File: src/rtl/rh_video_pkg.sv
// Shared video constants and pixel types for the rh_video_display
// sprite path (XVGA 1024x768 active, 1344 pixel clocks per line).
package rh_video_pkg;

  localparam int HCOUNT_W = 11;
  localparam int VCOUNT_W = 10;
  localparam int H_ACTIVE = 1024;
  localparam int V_ACTIVE = 768;
  localparam int H_TOTAL  = 1344;
  localparam int PIPE_LAT = 3;

  typedef struct packed {
    logic [7:0] r;
    logic [7:0] g;
    logic [7:0] b;
  } rgb_t;

endpackage

File: src/rtl/picture_sprite_if.sv
// Position/frame update handshake between the sprite controller
// and one picture_sprite instance.
interface picture_sprite_if
  import rh_video_pkg::*;
#(
  parameter int FW = 2
);

  logic                update_req;
  logic [HCOUNT_W-1:0] x_in;
  logic [VCOUNT_W-1:0] y_in;
  logic [FW-1:0]       frame_in;
  logic                update_ack;

  modport master (
    output update_req, x_in, y_in, frame_in,
    input  update_ack
  );

  modport slave (
    input  update_req, x_in, y_in, frame_in,
    output update_ack
  );

endinterface

File: src/rtl/sprite_palette.sv
// Colour-index to 24-bit RGB lookup, one registered stage.
// Index bits are read as 3-3-2 RGB and replicated up to 8 bits per channel.
module sprite_palette
  import rh_video_pkg::*;
#(
  parameter int IDX_W = 8
) (
  input  logic             clk,
  input  logic             rst_n,
  input  logic             en_i,
  input  logic [IDX_W-1:0] idx_i,
  output rgb_t             rgb_o
);

  logic [7:0] idx8;
  rgb_t       rgb_d;
  rgb_t       rgb_q;

  assign idx8 = 8'(idx_i);

  always_comb begin
    rgb_d = '0;
    if (en_i) begin
      rgb_d.r = {idx8[7:5], idx8[7:5], idx8[7:6]};
      rgb_d.g = {idx8[4:2], idx8[4:2], idx8[4:3]};
      rgb_d.b = {4{idx8[1:0]}};
    end
  end

  always_ff @(posedge clk or negedge rst_n) begin
    if (!rst_n) begin
      rgb_q <= '0;
    end else begin
      rgb_q <= rgb_d;
    end
  end

  assign rgb_o = rgb_q;

endmodule

File: src/rtl/picture_sprite.sv
// Animated sprite renderer: vblank-synchronous updates, incremental ROM
// addressing, 3-cycle pipe. PICTURE_SPRITE_TRANSPARENCY_EN keys out TRANS_KEY.
module picture_sprite
  import rh_video_pkg::*;
#(
  parameter int               WIDTH     = 72,
  parameter int               HEIGHT    = 512,
  parameter int               FRAMES    = 4,
  parameter int               IDX_W     = 8,
  parameter int               ADDR_W    = 18,
  parameter logic [IDX_W-1:0] TRANS_KEY = '0
) (
  input  logic                pixel_clk,
  input  logic                reset_n,
  input  logic [HCOUNT_W-1:0] hcount,
  input  logic [VCOUNT_W-1:0] vcount,
  input  logic                vsync_start,
  picture_sprite_if.slave     upd,
  output logic [ADDR_W-1:0]   rom_addr,
  input  logic [IDX_W-1:0]    rom_data,
  output rgb_t                pixel,
  output logic                pixel_active
);

  localparam int FW = (FRAMES > 1) ? $clog2(FRAMES) : 1;

  localparam logic [HCOUNT_W:0]   W_M1  = (HCOUNT_W+1)'(WIDTH - 1);
  localparam logic [VCOUNT_W:0]   H_M1  = (VCOUNT_W+1)'(HEIGHT - 1);
  localparam logic [ADDR_W-1:0]   W_A   = ADDR_W'(WIDTH);
  localparam logic [HCOUNT_W-1:0] H_ACT = HCOUNT_W'(H_ACTIVE);
  localparam logic [VCOUNT_W-1:0] V_ACT = VCOUNT_W'(V_ACTIVE);

  logic [HCOUNT_W-1:0] act_x_q, act_x_d, pend_x_q, pend_x_d;
  logic [VCOUNT_W-1:0] act_y_q, act_y_d, pend_y_q, pend_y_d;
  logic [FW-1:0]       act_f_q, act_f_d, pend_f_q, pend_f_d;
  logic [FW-1:0]       req_f;
  logic                pending_q, pending_d;
  logic                apply, ack_q;

  logic [ADDR_W-1:0] base_tbl [FRAMES];
  logic [ADDR_W-1:0] line_base_q, line_base_d;
  logic [ADDR_W-1:0] addr_q, addr_d;

  logic [HCOUNT_W:0] x_last;
  logic [VCOUNT_W:0] y_last;
  logic h_in, v_in, box, vis, line_end;
  logic vis1_q, vis2_q, act_q;
  logic trans_en, drop, pix_en;

  for (genvar g = 0; g < FRAMES; g++) begin : g_base
    assign base_tbl[g] = ADDR_W'(g * WIDTH * HEIGHT);
  end

  assign req_f = (32'(upd.frame_in) >= FRAMES) ?
                 FW'(FRAMES - 1) : upd.frame_in;

  always_comb begin
    apply     = vsync_start && (pending_q || upd.update_req);
    pend_x_d  = pend_x_q;
    pend_y_d  = pend_y_q;
    pend_f_d  = pend_f_q;
    pending_d = pending_q;
    act_x_d   = act_x_q;
    act_y_d   = act_y_q;
    act_f_d   = act_f_q;
    if (upd.update_req) begin
      pend_x_d  = upd.x_in;
      pend_y_d  = upd.y_in;
      pend_f_d  = req_f;
      pending_d = 1'b1;
    end
    if (apply) begin
      act_x_d   = upd.update_req ? upd.x_in : pend_x_q;
      act_y_d   = upd.update_req ? upd.y_in : pend_y_q;
      act_f_d   = upd.update_req ? req_f    : pend_f_q;
      pending_d = 1'b0;
    end
  end

  // Box limits carry one extra bit so edge-crossing sprites never wrap
  assign x_last = {1'b0, act_x_q} + W_M1;
  assign y_last = {1'b0, act_y_q} + H_M1;

  assign h_in = (hcount >= act_x_q) && ({1'b0, hcount} <= x_last);
  assign v_in = (vcount >= act_y_q) && ({1'b0, vcount} <= y_last);
  assign box  = h_in && v_in;
  assign vis  = box && (hcount < H_ACT) && (vcount < V_ACT);

  assign line_end = v_in && ({1'b0, hcount} == x_last);

  always_comb begin
    line_base_d = line_base_q;
    addr_d      = addr_q;
    if (vsync_start || (vcount < act_y_q)) begin
      line_base_d = base_tbl[act_f_d];
    end else if (line_end) begin
      line_base_d = line_base_q + W_A;
    end
    if (box) begin
      addr_d = line_base_q + ADDR_W'(hcount - act_x_q);
    end
  end

`ifdef PICTURE_SPRITE_TRANSPARENCY_EN
  assign trans_en = 1'b1;
`else
  assign trans_en = 1'b0;
`endif

  assign drop   = trans_en && (rom_data == TRANS_KEY);
  assign pix_en = vis2_q && !drop;

  always_ff @(posedge pixel_clk or negedge reset_n) begin
    if (!reset_n) begin
      act_x_q     <= '0;
      act_y_q     <= '0;
      act_f_q     <= '0;
      pend_x_q    <= '0;
      pend_y_q    <= '0;
      pend_f_q    <= '0;
      pending_q   <= 1'b0;
      ack_q       <= 1'b0;
      line_base_q <= '0;
      addr_q      <= '0;
      vis1_q      <= 1'b0;
      vis2_q      <= 1'b0;
      act_q       <= 1'b0;
    end else begin
      act_x_q     <= act_x_d;
      act_y_q     <= act_y_d;
      act_f_q     <= act_f_d;
      pend_x_q    <= pend_x_d;
      pend_y_q    <= pend_y_d;
      pend_f_q    <= pend_f_d;
      pending_q   <= pending_d;
      ack_q       <= apply;
      line_base_q <= line_base_d;
      addr_q      <= addr_d;
      vis1_q      <= vis;
      vis2_q      <= vis1_q;
      act_q       <= pix_en;
    end
  end

  sprite_palette #(
    .IDX_W (IDX_W)
  ) u_palette (
    .clk   (pixel_clk),
    .rst_n (reset_n),
    .en_i  (pix_en),
    .idx_i (rom_data),
    .rgb_o (pixel)
  );

  assign rom_addr       = addr_q;
  assign pixel_active   = act_q;
  assign upd.update_ack = ack_q;

endmodule

File: src/flat_wrapper.sv
// flat-port wrapper written by rule: the top's interface ports become plain ports
module picture_sprite_flat import rh_video_pkg::*;
#(
  parameter int               WIDTH     = 72,
  parameter int               HEIGHT    = 512,
  parameter int               FRAMES    = 4,
  parameter int               IDX_W     = 8,
  parameter int               ADDR_W    = 18,
  parameter logic [IDX_W-1:0] TRANS_KEY = '0
)
  (pixel_clk, reset_n, hcount, vcount, vsync_start, rom_addr, rom_data, pixel, pixel_active, upd_update_req, upd_x_in, upd_y_in, upd_frame_in, upd_update_ack);
  picture_sprite_if #(.FW(2)) upd_i ();
  input  logic pixel_clk;
  input  logic reset_n;
  input  logic [HCOUNT_W-1:0] hcount;
  input  logic [VCOUNT_W-1:0] vcount;
  input  logic vsync_start;
  output logic [ADDR_W-1:0] rom_addr;
  input  logic [IDX_W-1:0] rom_data;
  output rgb_t pixel;
  output logic pixel_active;
  input wire logic [$bits(upd_i.update_req)-1:0] upd_update_req;
  input wire logic [$bits(upd_i.x_in)-1:0] upd_x_in;
  input wire logic [$bits(upd_i.y_in)-1:0] upd_y_in;
  input wire logic [$bits(upd_i.frame_in)-1:0] upd_frame_in;
  output wire logic [$bits(upd_i.update_ack)-1:0] upd_update_ack;
  assign upd_i.update_req = upd_update_req;
  assign upd_i.x_in = upd_x_in;
  assign upd_i.y_in = upd_y_in;
  assign upd_i.frame_in = upd_frame_in;
  assign upd_update_ack = upd_i.update_ack;
  picture_sprite #(.WIDTH(WIDTH), .HEIGHT(HEIGHT), .FRAMES(FRAMES), .IDX_W(IDX_W), .ADDR_W(ADDR_W), .TRANS_KEY(TRANS_KEY)) u_core (.pixel_clk(pixel_clk), .reset_n(reset_n), .hcount(hcount), .vcount(vcount), .vsync_start(vsync_start), .upd(upd_i), .rom_addr(rom_addr), .rom_data(rom_data), .pixel(pixel), .pixel_active(pixel_active));
endmodule
File: config.mk
export PLATFORM = sky130hd
export DESIGN_NAME = picture_sprite_flat
export DESIGN_NICKNAME = d
export VERILOG_FILES = /design/src/rtl/rh_video_pkg.sv /design/src/rtl/picture_sprite_if.sv /design/src/rtl/sprite_palette.sv /design/src/rtl/picture_sprite.sv /design/src/flat_wrapper.sv
export SDC_FILE = /design/constraint.sdc
export NUM_CORES = 1
export LEC_CHECK = 0
export BUFFER_PORTS_ARGS = -buffer_cell sky130_fd_sc_hd__buf_2
export CAP_MARGIN = 30
export CORE_MARGIN = 5
export CORE_UTILIZATION = 40
export CTS_CLUSTER_DIAMETER = 100
export DETAILED_ROUTE_END_ITERATION = 10
export PLACE_DENSITY = 0.68
export SYNTH_ARGS = -nofsm -noshare
export SYNTH_HDL_FRONTEND = slang
export SYNTH_HIERARCHICAL = 1
export SYNTH_SLANG_ARGS = --single-unit
File: constraint.sdc
create_clock -name pixel_clk -period 6 [get_ports pixel_clk]
set_input_delay 1.2 -clock pixel_clk [delete_from_list [all_inputs] [get_ports pixel_clk]]
set_output_delay 1.2 -clock pixel_clk [all_outputs]
set_load 0.005 [all_outputs]
==> flow_summary_export.csv, run 1 <==
group,metric,value,unit
worst_setup_path,crit_arrival,4.79,ns
final_layout,final_net_count,796,
run_status,status,"finished, final reports clean",
final_layout,area_delta_synth_final,15.3,%
global_route,antenna_found_initial,0,
clock_network,tritoncts,"built",
timing,setup_violations,0,
floorplan,rows,44,
worst_setup_path,launching_element_of_the_worst_setup_path,"hcount[0]",
clock_network,cts-htree-levels,3,
min_path,min-delay-path-class,"flip-flop to flip-flop",
logic_synthesis,postSynthAreaPerCell,9.96,sq um
detailed_routing,via_count,4606,
worst_setup_path,critical_path_peak_fanout,6,
clock_network,root_buffer,"clkbuf_16",
worst_setup_path,crit_path_max_incr_delay,0.41,ns
place,dp_hpwl,10400,um
final_layout,number_of_antenna_cells_inserted,0,
detailed_routing,final_antenna_net_count,0,
floorplan,die_width,132,um
logic_synthesis,synthArstFlopShare,100,%
floorplan,floorplan.die_area,0.0173,sq mm
clock_network,cts_sinks,92,
timing,worst_clock_skew,0.00675,ns
timing,post-route-period-util,76.2,%
floorplan,die_height,132,um
floorplan,effective_utilization_at_floorplan,40.6,%
power,cellPowerDensity,319,mW/mm^2
clock_network,insertion_delay,0.34,ns
logic_synthesis,yosysSeqAreaShare,39.0,%
detailed_routing,drc,0,
final_layout,layout.filler_cells,1411,
logic_synthesis,yosys_most_used_dff,"dfrtp_1",
power,irDropWorstVdd,0.130,mV
job,max_cap_violations,0,
worst_setup_path,critPathRequiredTime,6.22,ns
place,finalWeightedCongestion,0.924,
detailed_routing,post_drt_via_cell_ratio,5.31,
place,place.detailed.instances,852,
power,p_comb_share,36.0,%
timing,timing.fmax,219,MHz
timing,worst_slew_pin_tran,0.953,ns
clock_network,ctsHoldBuffers,0,
clock_network,clk_path_buf_depth,2,
timing,max_slew_margin,34.8,%
clock_network,clk_pin_slew_worst_paths,0.07,ns
power,finalPower,2.17,mW
power,total_switching_power,0.725,mW
worst_setup_path,crit_path_cell_trace,"buf_2 -> inv_1 -> ha_1 -> inv_1 -> fa_1 -> a21o_1 -> a21oi_1 -> o211ai_1 -> a21o_1 -> a21oi_1 -> xnor2_1 -> ha_1 -> and3_1 -> nand3_1 -> a31oi_1 -> o31ai_1 -> xnor3_1 -> mux2_1",
worst_setup_path,critical_path_class,"input pin to flip-flop",
detailed_routing,firstDrtPassIters,4,
worst_setup_path,slowest_stage,"fa_1",
floorplan,io_pins,100,
logic_synthesis,synth-edff-count,0,
final_layout,final_cell_count_no_fill,868,
detailed_routing,routed_wl,13200,um
global_route,first_pass_grt_wire_length,22500,um
logic_synthesis,synth-warning-count,6,
power,sw_frac_of_total,33.4,%
timing,final-hold-violation-count,0,
logic_synthesis,synth_nets,710,
global_route,first_global_vias,4706,
logic_synthesis,yosys_register_bits,92,
detailed_routing,drt-initial-drc-count,164,
timing,final_max_slew_viol_count,0,
logic_synthesis,post_synth_inst_count,593,
detailed_routing,routedWlPerCell,15.2,um
logic_synthesis,ys_types,59,
min_path,hold_start,"u_core/vis1_q",
power,clock_power_share,27.1,%
global_route,grt_use_total,15.4,%
logic_synthesis,post_synth_instance_area,0.00591,sq mm
clock_network,tritoncts.num_buffers,9,
clock_network,post-cts-setup-buffer-count,0,
place,port-buffer-count,99,
worst_setup_path,crit_start_category,"input pin",
timing,hold_ws,0.356,ns
power,seq_power_share,36.9,%
worst_setup_path,timing.critical_path.to_type,"flip-flop",
clock_network,cts_resized,0,
timing,period_minus_slack,4.57,ns
global_route,grt_start_max_net_pins,50,
floorplan,core-area,0.0145,sq mm
worst_setup_path,worstReg2RegStart,"u_core/act_x_q[0]",
timing,rsz0062_at_grt,"no",
final_layout,layout-drive-gt1-share,21.9,%
power,internal-power,1.45,mW
timing,fin_tns_setup,0,ns
power,static-leakage-power,3.29,nW
global_route,overflow,0,
==> cell usage after synthesis (3+ instances only) <==
cell type / count / area (sq um)
buf_4: 17 / 128
a211oi_1: 3 / 22.5
and2_1: 12 / 75.1
mux2i_1: 4 / 40.0
and3_1: 4 / 25.0
dfrtp_1: 92 / 2300
xnor2_1: 34 / 298
mux2_2: 21 / 236
o21bai_1: 3 / 22.5
o21a_1: 6 / 45.0
a31oi_1: 5 / 31.3
ha_1: 60 / 751
nand2_1: 17 / 63.8
nor2b_1: 9 / 56.3
mux2_1: 16 / 180
nor3_1: 14 / 70.1
nor2_1: 50 / 188
a21oi_1: 53 / 265
or4_1: 5 / 37.5
a21o_1: 15 / 113
o31ai_1: 11 / 82.6
or2_2: 3 / 18.8
or3_1: 7 / 43.8
nand3_1: 18 / 90.1
clkbuf_1: 7 / 26.3
o21ai_0: 13 / 65.1
nand4_1: 12 / 75.1
inv_1: 35 / 131
o211ai_1: 5 / 37.5
xor2_1: 5 / 43.8
==> stage by stage <==
| step | util, % | setup slack, ns | instance area (sq um) |
|---|---|---|---|
| 6_report | 46.9 | 1.43 | 6810 |
| 5_1_grt | 46.9 | 1.12 | 6810 |
| 4_1_cts | 46.9 | 1.41 | 6810 |
| 3_5_place_dp | 44.7 | 1.11 | 6500 |
| 3_3_place_gp | 44.7 | 1.24 | 6500 |
| 2_1_floorplan | - | 1.56 | 5910 |
==> worst paths after layout <==
| check | end | slack [ns] | cells past startpoint |
|---|---|---|---|
| min reg2reg | u_core/pix_en | 0.36 | 0 |
| max reg2reg | u_core/rom_addr[2] | 1.46 | 11 |
| max | u_core/rom_addr[17] | 1.43 | 18 |
| max in group asynchronous | u_core/act_y_q[5] | 4.09 | 2 |
| min in group asynchronous | u_core/rom_addr[7] | 0.85 | 1 |
| min | u_core/pix_en | 0.36 | 0 |
==> final cells by class <==
| class | instances | area, sq um | share of cell area, % |
|---|---|---|---|
| inverter | 35 | 131 | 1.93 |
| timing repair buffer | 103 | 528 | 7.75 |
| sequential | 92 | 2300 | 33.8 |
| clock inverter | 5 | 60.1 | 0.882 |
| tap | 184 | 230 | 3.38 |
| multi-input combinational | 438 | 3310 | 48.5 |
| clock buffer | 11 | 253 | 3.71 |
==> flip-flops by register name (all words and copies together) (netlist names), 2 cells and up <==
name                    count
u_core/u_palette/rgb_o      8
u_core/act_y_q             10
u_core/line_base_q         15
u_core/rom_addr            18
u_core/pend_x_q            11
u_core/pend_y_q            10
u_core/pend_f_q             2
u_core/act_f_q              2
u_core/act_x_q             11
==> power by group through the flow <==
stage | registers [mW] | logic, mW | clock network, mW
floorplan | 0.807 | 0.546 | 0
global placement | 0.810 | 0.750 | 0
detailed placement | 0.815 | 0.778 | 0
CTS | 0.803 | 0.785 | 0.606
global route | 0.817 | 0.879 | 0.631
finish | 0.801 | 0.781 | 0.590
==> layer usage <==
layer	share of wire, %	wire length [um]	up-vias	global-route usage, %
met4	1.7	222	0	5.71
met5	0	0	-	0
met1	46	6060	2218	19.9
li1	-	-	2283	-
met3	3.5	459	19	2.64
met2	49	6420	86	25.7
==> cell usage in the layout, fill, tap and decap left out, drive strengths merged, types with 2 or more instances in the layout <==
cell	instances
a2111oi	2
a211o	2
a211oi	3
a21o	15
a21oi	53
a31oi	5
and2	12
and3	4
and4	2
buf	103
clkbuf	11
clkinv	3
dfrtp	92
ha	60
inv	35
mux2	37
mux2i	4
nand2	17
nand2b	2
nand3	18
nand4	12
nor2	50
nor2b	9
nor3	15
nor4	2
o211ai	5
o21a	6
o21ai	15
o21bai	3
o31a	2
o31ai	11
o41ai	2
or2	4
or3	8
or4	5
xnor2	34
xor2	5
==> logic make-up after synthesis <==
family | count (synthesis) | share of synthesized area (%)
DFF | 92 | 39.0
AOI/OAI and AO/OA | 132 | 14.6
adders and majority gates | 61 | 13.0
other | 1 | 0.0635
buffers and inverters | 63 | 5.13
muxes | 41 | 7.73
xor gates and xnor gates | 40 | 6.16
and+or+nand+nor | 163 | 14.3
==> worst max-delay path: cells and delay by family <==
family | cells | cell delay [ns]
adders and majority gates | 3 | 0.92
muxes | 1 | 0.28
buffers and inverters | 3 | 0.22
AOI/OAI and AO/OA | 7 | 1.46
xor gates and xnor gates | 2 | 0.40
and+or+nand+nor | 2 | 0.30
Power figures use the tool's default switching activity.
==> run 2: changes to the inputs <==
clock period = 4.5 ns   (was 6 ns; I/O delays follow)
==> run 2 against run 1 <==
Final area rose by 0.40%. Routed wire length increased by 1.6%. Clock-buffer cell count is the same. Critical endpoint is now u_core/line_base_q[16]. Largest cell class unchanged.
==> flow_summary_export.csv, run 2 (synthesis gave the netlist of run 1 again) <==
group,metric,value,unit
worst_setup_path,crit_path_max_incr_delay,0.71,ns
clock_network,insertion_delay,0.34,ns
final_layout,final_cell_count_no_fill,872,
min_path,min-delay-path-class,"flip-flop to flip-flop",
timing,post-route-period-util,95.0,%
worst_setup_path,critical_path_class,"flip-flop to flip-flop",
clock_network,cts_sinks,92,
floorplan,floorplan.die_area,0.0173,sq mm
clock_network,ctsHoldBuffers,0,
clock_network,cts-htree-levels,3,
global_route,grt_use_total,15.5,%
worst_setup_path,crit_path_cell_trace,"inv_1 -> ha_1 -> or3b_1 -> nor3_1 -> and3_1 -> xnor2_1 -> ha_1 -> a21o_1 -> a2111oi_2 -> a211oi_1 -> or4_1 -> or4_1 -> a31oi_1",
floorplan,die_height,132,um
power,clock_power_share,26.9,%
floorplan,io_pins,100,
global_route,grt_start_max_net_pins,57,
detailed_routing,routed_wl,13400,um
job,max_cap_violations,0,
worst_setup_path,slowest_stage,"or4_1",
global_route,first_pass_grt_wire_length,22700,um
final_layout,largest_reg_flops,18,
timing,timing.fmax,234,MHz
place,port-buffer-count,99,
final_layout,area_delta_synth_final,15.8,%
worst_setup_path,timing.critical_path.to_type,"flip-flop",
timing,final-hold-violation-count,0,
clock_network,cts_resized,0,
power,total_switching_power,0.975,mW
timing,rsz0062_at_grt,"no",
clock_network,tritoncts,"built",
timing,worst_slew_pin_tran,0.724,ns
floorplan,core-area,0.0145,sq mm
final_layout,final_net_count,800,
final_layout,number_of_antenna_cells_inserted,0,
floorplan,effective_utilization_at_floorplan,40.6,%
detailed_routing,firstDrtPassIters,4,
floorplan,die_width,132,um
detailed_routing,routedWlPerCell,15.3,um
detailed_routing,post_drt_via_cell_ratio,5.35,
place,placed_cell_area,0.00653,sq mm
place,place.detailed.instances,856,
power,cellPowerDensity,426,mW/mm^2
timing,max_slew_margin,51.8,%
clock_network,root_buffer,"clkbuf_16",
final_layout,highest_count_cells_in_the_layout_ignoring_fill_and_taps,"buf_2, dfrtp_1, ha_1",
detailed_routing,final_antenna_net_count,0,
global_route,first_global_vias,4834,
final_layout,mostFrequentLayoutCell,"buf_2",
global_route,antenna_found_initial,2,
power,p_comb_share,36.3,%
clock_network,post-cts-setup-buffer-count,0,
power,irDropWorstVdd,0.171,mV
detailed_routing,drt-initial-drc-count,210,
clock_network,clk_path_buf_depth,2,
power,seq_power_share,36.8,%
timing,final_max_slew_viol_count,0,
clock_network,clk_pin_slew_worst_paths,0.07,ns
detailed_routing,via_count,4666,
final_layout,final_standard_cell_area_without_fillers,0.00684,sq mm
worst_setup_path,timing.critical_path.max_delay_family,"simple AND/OR/NAND/NOR gates",
worst_setup_path,critical_path_peak_fanout,10,
place,dp_hpwl,10600,um
power,sw_frac_of_total,33.5,%
global_route,overflow,0,
final_layout,final_core_utilization,47.0,%
floorplan,rows,44,
run_status,status,"finished, final reports clean",
timing,setup_violations,0,
place,finalWeightedCongestion,0.907,
timing,worst_clock_skew,0.00687,ns
worst_setup_path,critPathRequiredTime,4.75,ns
worst_setup_path,crit_start_category,"flip-flop",
final_layout,layout-drive-gt1-share,22.4,%
power,static-leakage-power,3.31,nW
power,internal-power,1.94,mW
detailed_routing,drc,0,
timing,period_minus_slack,4.28,ns
clock_network,tritoncts.num_buffers,9,
worst_setup_path,critical_path_buf_inv_count,1,
worst_setup_path,crit_arrival,4.53,ns
==> run 2: cell types whose count changed in the layout (fill, tap and decap cells not counted), sizes merged <==
cell      delta
buf          +4
clkinv       -1
clkinvlp     -1
inv          +2
==> run 2: power by group through the flow <==
| stage | registers, mW | logic, mW | clock network [mW] |
|---|---|---|---|
| after floorplan | 1.08 | 0.728 | 0 |
| after global placement | 1.08 | 1.01 | 0 |
| after detailed placement | 1.09 | 1.06 | 0 |
| after CTS | 1.08 | 1.06 | 0.808 |
| after global routing | 1.09 | 1.18 | 0.838 |
| final | 1.07 | 1.06 | 0.785 |
==> run 2: final cells by class <==
class | count | area (sq um)
inverters | 35 | 131
clock buffers | 11 | 253
flip-flops and latches | 92 | 2300
well taps | 184 | 230
clock inverters | 5 | 57.6
repair buffers | 107 | 558
fillers | 1388 | 7700
multi-input cells | 438 | 3310
==> run 2: per-stage QoR <==
stage / total power, mW / setup slack (ns) / setup TNS (ns) / hold WS (ns)
6_report: 2.91 / 0.224 / 0 / 0.349
5_1_grt: 3.11 / 0.0569 / 0 / 0.368
2_1_floorplan: 1.80 / 0.357 / 0 / 0.331
3_3_place_gp: 2.09 / 0.122 / 0 / 0.338
4_1_cts: 2.94 / 0.199 / 0 / 0.352
3_5_place_dp: 2.15 / -0.0186 / -0.0186 / 0.336
==> run 2: per-layer routing <==
metal / routed length, um / vias to the layer above / global-route usage (%)
met5: 26 / - / 0
met4: 427 / 4 / 7.43
met3: 401 / 34 / 2.64
met2: 6510 / 98 / 26.0
met1: 5990 / 2245 / 19.3
li1: - / 2285 / -
==> run 2: final timing paths <==
kind | start | to | slack (ns) | depth (start not counted)
max in group asynchronous | reset_n | u_core/line_base_q[10] | 2.94 | 2
worst min register to register | u_core/vis1_q | u_core/pix_en | 0.35 | 0
min in group asynchronous | reset_n | u_core/rom_addr[10] | 0.61 | 1
worst max-delay path | u_core/act_y_q[0] | u_core/line_base_q[16] | 0.22 | 13
worst max register to register | u_core/act_y_q[0] | u_core/line_base_q[16] | 0.22 | 13
worst min-delay path | u_core/vis1_q | u_core/pix_en | 0.35 | 0
==> run 2: worst register-to-register path: stages (launching register included) <==
cell,delay (ns)
dfrtp_1,0.40
inv_1,0.11
ha_1,0.19
or3b_1,0.42
nor3_1,0.24
and3_1,0.22
xnor2_1,0.13
ha_1,0.29
a21o_1,0.21
a2111oi_2,0.39
a211oi_1,0.14
or4_1,0.71
or4_1,0.53
a31oi_1,0.21
